--- config.mk ---
export PLATFORM = sky130hd
export DESIGN_NAME = example_design_merge
export DESIGN_NICKNAME = d
export VERILOG_FILES = /design/src/rtl/example_design_merge.sv
export SDC_FILE = /design/constraint.sdc
export NUM_CORES = 1
export LEC_CHECK = 0
export CAP_MARGIN = 20
export CORE_MARGIN = 2
export CORE_UTILIZATION = 45
export CTS_CLUSTER_DIAMETER = 100
export CTS_CLUSTER_SIZE = 10
export DETAILED_ROUTE_END_ITERATION = 10
export PLACE_DENSITY = 0.64
export RECOVER_POWER = 100
export SLEW_MARGIN = 20
export SYNTH_ARGS = -nofsm -noshare
export SYNTH_HDL_FRONTEND = slang
export SYNTH_SLANG_ARGS = --single-unit
--- constraint.sdc ---
create_clock -name clk -period 4.85 [get_ports clk]
set_clock_uncertainty 0.2 [all_clocks]
set_input_delay 0.7275 -clock clk [delete_from_list [all_inputs] [get_ports clk]]
set_output_delay 0.7275 -clock clk [all_outputs]
set_load 0.01 [all_outputs]
--- src/rtl/example_design_merge.sv ---
// Dual-lane receiver: buffers valid lane pairs in a DEPTH-pair FIFO and replays
// them serially (lane 0 then lane 1) under valid/ready, counting dropped pairs.
module example_design_merge #(
    parameter int DATA_WIDTH = 8,
    parameter int DEPTH      = 4,
    parameter int CNT_WIDTH  = 16
) (
    input  logic                       clk,
    input  logic                       rst,
    input  logic                       i_valid,
    input  logic [DATA_WIDTH-1:0]      i_data_0,
    input  logic [DATA_WIDTH-1:0]      i_data_1,
    input  logic                       i_clear,
    input  logic                       i_ready,
    output logic                       o_valid,
    output logic [DATA_WIDTH-1:0]      o_data,
    output logic                       o_lane,
    output logic [$clog2(DEPTH):0]     o_level,
    output logic                       o_overflow,
    output logic [CNT_WIDTH-1:0]       o_drop_count
);

    localparam int AW = $clog2(DEPTH);
    localparam int PW = AW + 1;
    localparam logic [PW-1:0]        PTR_ONE = 1;
    localparam logic [CNT_WIDTH-1:0] CNT_ONE = 1;

    // Handshake: a word transfers on a rising edge where o_valid && i_ready;
    // once offered, o_data/o_lane/o_valid hold until that transfer happens.
    typedef enum logic {
        LANE0 = 1'b0,
        LANE1 = 1'b1
    } lane_state_e;

    lane_state_e                 state_q;
    logic [PW-1:0]               wr_q, wr_d;
    logic [PW-1:0]               rd_q, rd_d;
    logic                        ovf_q, ovf_d;
    logic [CNT_WIDTH-1:0]        cnt_q, cnt_d;
    logic [2*DATA_WIDTH-1:0]     mem_q [DEPTH];
    logic [2*DATA_WIDTH-1:0]     head;

    logic full, empty, push, drop, xfer, pop;

    assign empty = (wr_q == rd_q);
    assign full  = (wr_q[AW-1:0] == rd_q[AW-1:0]) && (wr_q[AW] != rd_q[AW]);
    assign push  = i_valid && !full;
    assign drop  = i_valid && full;
    assign xfer  = !empty && i_ready;
    assign pop   = xfer && (state_q == LANE1);

    always_comb begin
        wr_d = wr_q;
        rd_d = rd_q;
        if (push) wr_d = wr_q + PTR_ONE;
        if (pop)  rd_d = rd_q + PTR_ONE;
    end

    // Clear applies first, so a drop in the same cycle still registers as one.
    always_comb begin
        cnt_d = i_clear ? '0 : cnt_q;
        ovf_d = i_clear ? 1'b0 : ovf_q;
        if (drop) begin
            ovf_d = 1'b1;
            if (cnt_d != '1) cnt_d = cnt_d + CNT_ONE;
        end
    end

    always_ff @(posedge clk) begin
        if (push) mem_q[wr_q[AW-1:0]] <= {i_data_1, i_data_0};
    end

    always_ff @(posedge clk or posedge rst) begin
        if (rst) begin
            state_q <= LANE0;
            wr_q    <= '0;
            rd_q    <= '0;
            ovf_q   <= 1'b0;
            cnt_q   <= '0;
        end else begin
            wr_q  <= wr_d;
            rd_q  <= rd_d;
            ovf_q <= ovf_d;
            cnt_q <= cnt_d;
            case (state_q)
                LANE0:   if (xfer) state_q <= LANE1;
                LANE1:   if (xfer) state_q <= LANE0;
                default: state_q <= LANE0;
            endcase
        end
    end

    assign head         = mem_q[rd_q[AW-1:0]];
    assign o_valid      = !empty;
    assign o_lane       = state_q;
    assign o_data       = empty ? '0 :
                          (state_q == LANE1) ? head[2*DATA_WIDTH-1:DATA_WIDTH] : head[DATA_WIDTH-1:0];
    assign o_level      = wr_q - rd_q;
    assign o_overflow   = ovf_q;
    assign o_drop_count = cnt_q;

endmodule

==> flow_summary.toml <==
[timing]
whs_ns = 0.291
setup_tns_ns = 0
fin_crit_ns = 4.02
setup_violations = 0
worstMarginPinSlew_ns = 1.32
hold_viol_final = 0
rsz0062_at_grt = "no"
max_slew_margin_pct = 12.0
fin_crit_sh_pct = 82.8
fmax_mhz = 249
slew_viol_final = 0

[pwr]
switching_share_pct = 32.5
peakVddDrop_v = 0.000335
seq_power_share_pct = 43.4
p_int_uw = 1700
leakage_uw = 0.00170
p_switching_uw = 815
clockPowerShare_pct = 19.6
p_per_area_mw_per_mm2 = 545
pwr-share-comb_pct = 37.0

[die]
dieArea_mm2 = 0.00929
coreArea_mm2 = 0.00826
io_pins = 51
initial_core_util_pct = 46.5
rows = 33
die_w_um = 96.4
die_h_um = 96.4

[global_route]
grt.overflow.total = 0
use_met2_pct = 25.3
top_usage_layer = "met2"
antenna_found_initial = 0
grt_pass1_vias = 2173
grt_usage_pct = 16.8
grt_pass1_wl_um = 11200
met1_usage_pct = 23.9
use_met3_pct = 3.26
grt_max_degree = 25

[yosys]
synth_cells = 238
synth_top_family_by_area = "multiplexers"
synth_cell_type_count = 45
syn_nets = 269
ys_warn_count = 0
synth_compound_area_share_pct = 2.74
synth.cell_area_mm2 = 0.00384
synthMuxAreaShare_pct = 12.3
synth-main-ff-cell = "edfxtp_1"
synth_edf_count = 64
ys_ff_latch = 88
synth-seq-area-share_pct = 65.6
synth-xor-area-share_pct = 3.19
syn_area_per_cell_um2 = 16.1
synth_simple_gate_area_share_pct = 10.6
synth_fa_ha_area_share_pct = 3.45
async_flop_share_pct = 27.3

[cells_and_area]
antenna_cells = 0
layout-drive-gt1-share_pct = 13.1
num-nets-final = 324
nFillCells = 699
area_growth_pct = 20.0
layout_commonest_cell = "edfxtp_1"
layout_common_cells = "edfxtp_1 (64), dlygate4sd3_1 (47), dfrtp_1 (24)"

[cts]
cts_root_buf = "clkbuf_8"
post_cts_buffers = 0
holdBufCountCts = 0
cts_resized = 0
clkTransAtPathRegs_ns = 0.09
clock_sinks = 88
cts_buffer_depth = 2
cts_buffers = 9
cts_max_level = 3
cts_tree = "built"
clk_latency_ns = 0.35

[drt]
dr.pass1.iters = 4
wirelength_um = 6910
wl_per_cell_um = 17.1
drt_iter0_drc = 123
viasPerCell = 5.22
vias = 2104
drcViolationCount = 0
antenna_left = 0

[setup_path]
cp-end-kind = "primary output"
cp_max_fo = 14
critical_path_class = "reg -> out"
r2r_cells = 4
worstSetupPathDepth = 5
timing.rr.end = "mem_q[3][2]$_DFFE_PP_"
start_kind = "flop"
cp.arrival_ns = 3.09
critPathTopFamily = "buffers and inverters"
cp.buffers_inverters = 2
startpoint = "rd_q[0]$_DFFE_PP0P_"
crit_required_ns = 3.92
regToRegSetupSlack_ns = 1.62
crit_end = "o_data[3]"
cp_cell_sequence = "clkbuf_1 -> mux4_2 -> mux2i_1 -> nor2_1 -> dlygate4sd3_1"
r2r-start = "rd_q[0]$_DFFE_PP0P_"
slowest_stage = "dfrtp_1"
max_stage_delay_ns = 0.88

[place]
place.gp.congestion = 0.757
hpwlAfterDp_um = 4620
port_buffers = 50

[run]
cap_violations = 0

[outcome]
outcome = "finished clean"

[min_path]
hold_path.class = "reg -> reg"
==> registers in the layout, indices dropped and copies added, names as in the netlist <==
register / count
o_overflow: 1
wr_q: 3
rd_q: 3
o_drop_count: 16
o_lane: 1
mem_q: 64
==> area by class of cell <==
cell class | instances | area, um^2 | share of cell area [%]
clock buffer | 9 | 124 | 2.69
tap | 105 | 131 | 2.85
sequential | 88 | 2520 | 54.7
inverter | 10 | 37.5 | 0.814
clock inverter | 7 | 71.3 | 1.55
multi-input combinational | 132 | 1210 | 26.3
timing repair buffer | 52 | 512 | 11.1
==> synth_stat cells (4+ instances only) <==
cell type | instances | area share (%)
a21oi_1 | 4 | 0.52
and2_1 | 4 | 0.65
clkbuf_1 | 4 | 0.39
dfrtp_1 | 24 | 16
edfxtp_1 | 64 | 50
ha_1 | 9 | 2.9
inv_1 | 10 | 0.98
mux2i_1 | 8 | 2.1
mux4_2 | 16 | 9.4
nand2_1 | 7 | 0.68
nand3_1 | 4 | 0.52
nand4_1 | 4 | 0.65
nor2_1 | 16 | 1.6
nor2b_1 | 5 | 0.81
o21ai_0 | 4 | 0.52
xnor2_1 | 11 | 2.5
==> worst min path at each step <==
| stage | start | endpoint | slack (ns) | cells after the start |
|---|---|---|---|---|
| finish | wr_q[2]$_DFFE_PP0P_ | wr_q[2]$_DFFE_PP0P_ | 0.29 | 1 |
| detailed placement | wr_q[2]$_DFFE_PP0P_ | wr_q[2]$_DFFE_PP0P_ | 0.29 | 1 |
| floorplan | wr_q[2]$_DFFE_PP0P_ | wr_q[2]$_DFFE_PP0P_ | 0.26 | 1 |
| global placement | wr_q[2]$_DFFE_PP0P_ | wr_q[2]$_DFFE_PP0P_ | 0.28 | 1 |
| CTS | wr_q[2]$_DFFE_PP0P_ | wr_q[2]$_DFFE_PP0P_ | 0.30 | 1 |
| global route | wr_q[2]$_DFFE_PP0P_ | wr_q[2]$_DFFE_PP0P_ | 0.30 | 1 |
==> metal layers <==
layer / part of all wire [%] / up-vias
met5: 0 / -
met2: 48 / 46
met3: 4.2 / 12
met1: 46 / 1037
met4: 1.9 / 0
li1: - / 1009
==> logic make-up (layout without fill, tap and decap cells) <==
kind of cell             Yosys count  after routing
flip-flops                        88             88
XOR/XNOR                          14             14
adder cells (fa/ha/maj)           10             10
buffers and inverters             18             78
multiplexers                      27             27
AND/OR/NAND/NOR                   66             66
AO/OA/AOI/OAI                     15             15
==> power groups by stage <==
stage	registers, uW	clock network [uW]	logic [uW]
floorplan	1050	0	629
detailed placement	1110	0	1010
global placement	1100	0	999
CTS	1090	509	1020
global route	1110	541	1030
finish	1090	492	930
==> metrics by stage <==
step	util [%]	total power [uW]	instance area [um^2]	cells	setup slack (ns)
after CTS	56.2	2620	4640	403	1.07
final	55.8	2510	4610	403	0.834
after floorplan	-	1680	3840	238	1.99
after global routing	55.8	2680	4610	403	0.609
after global placement	53.9	2100	4450	387	1.41
after detailed placement	53.9	2120	4450	387	1.32
No activity file was read; power rests on OpenSTA's default activity.
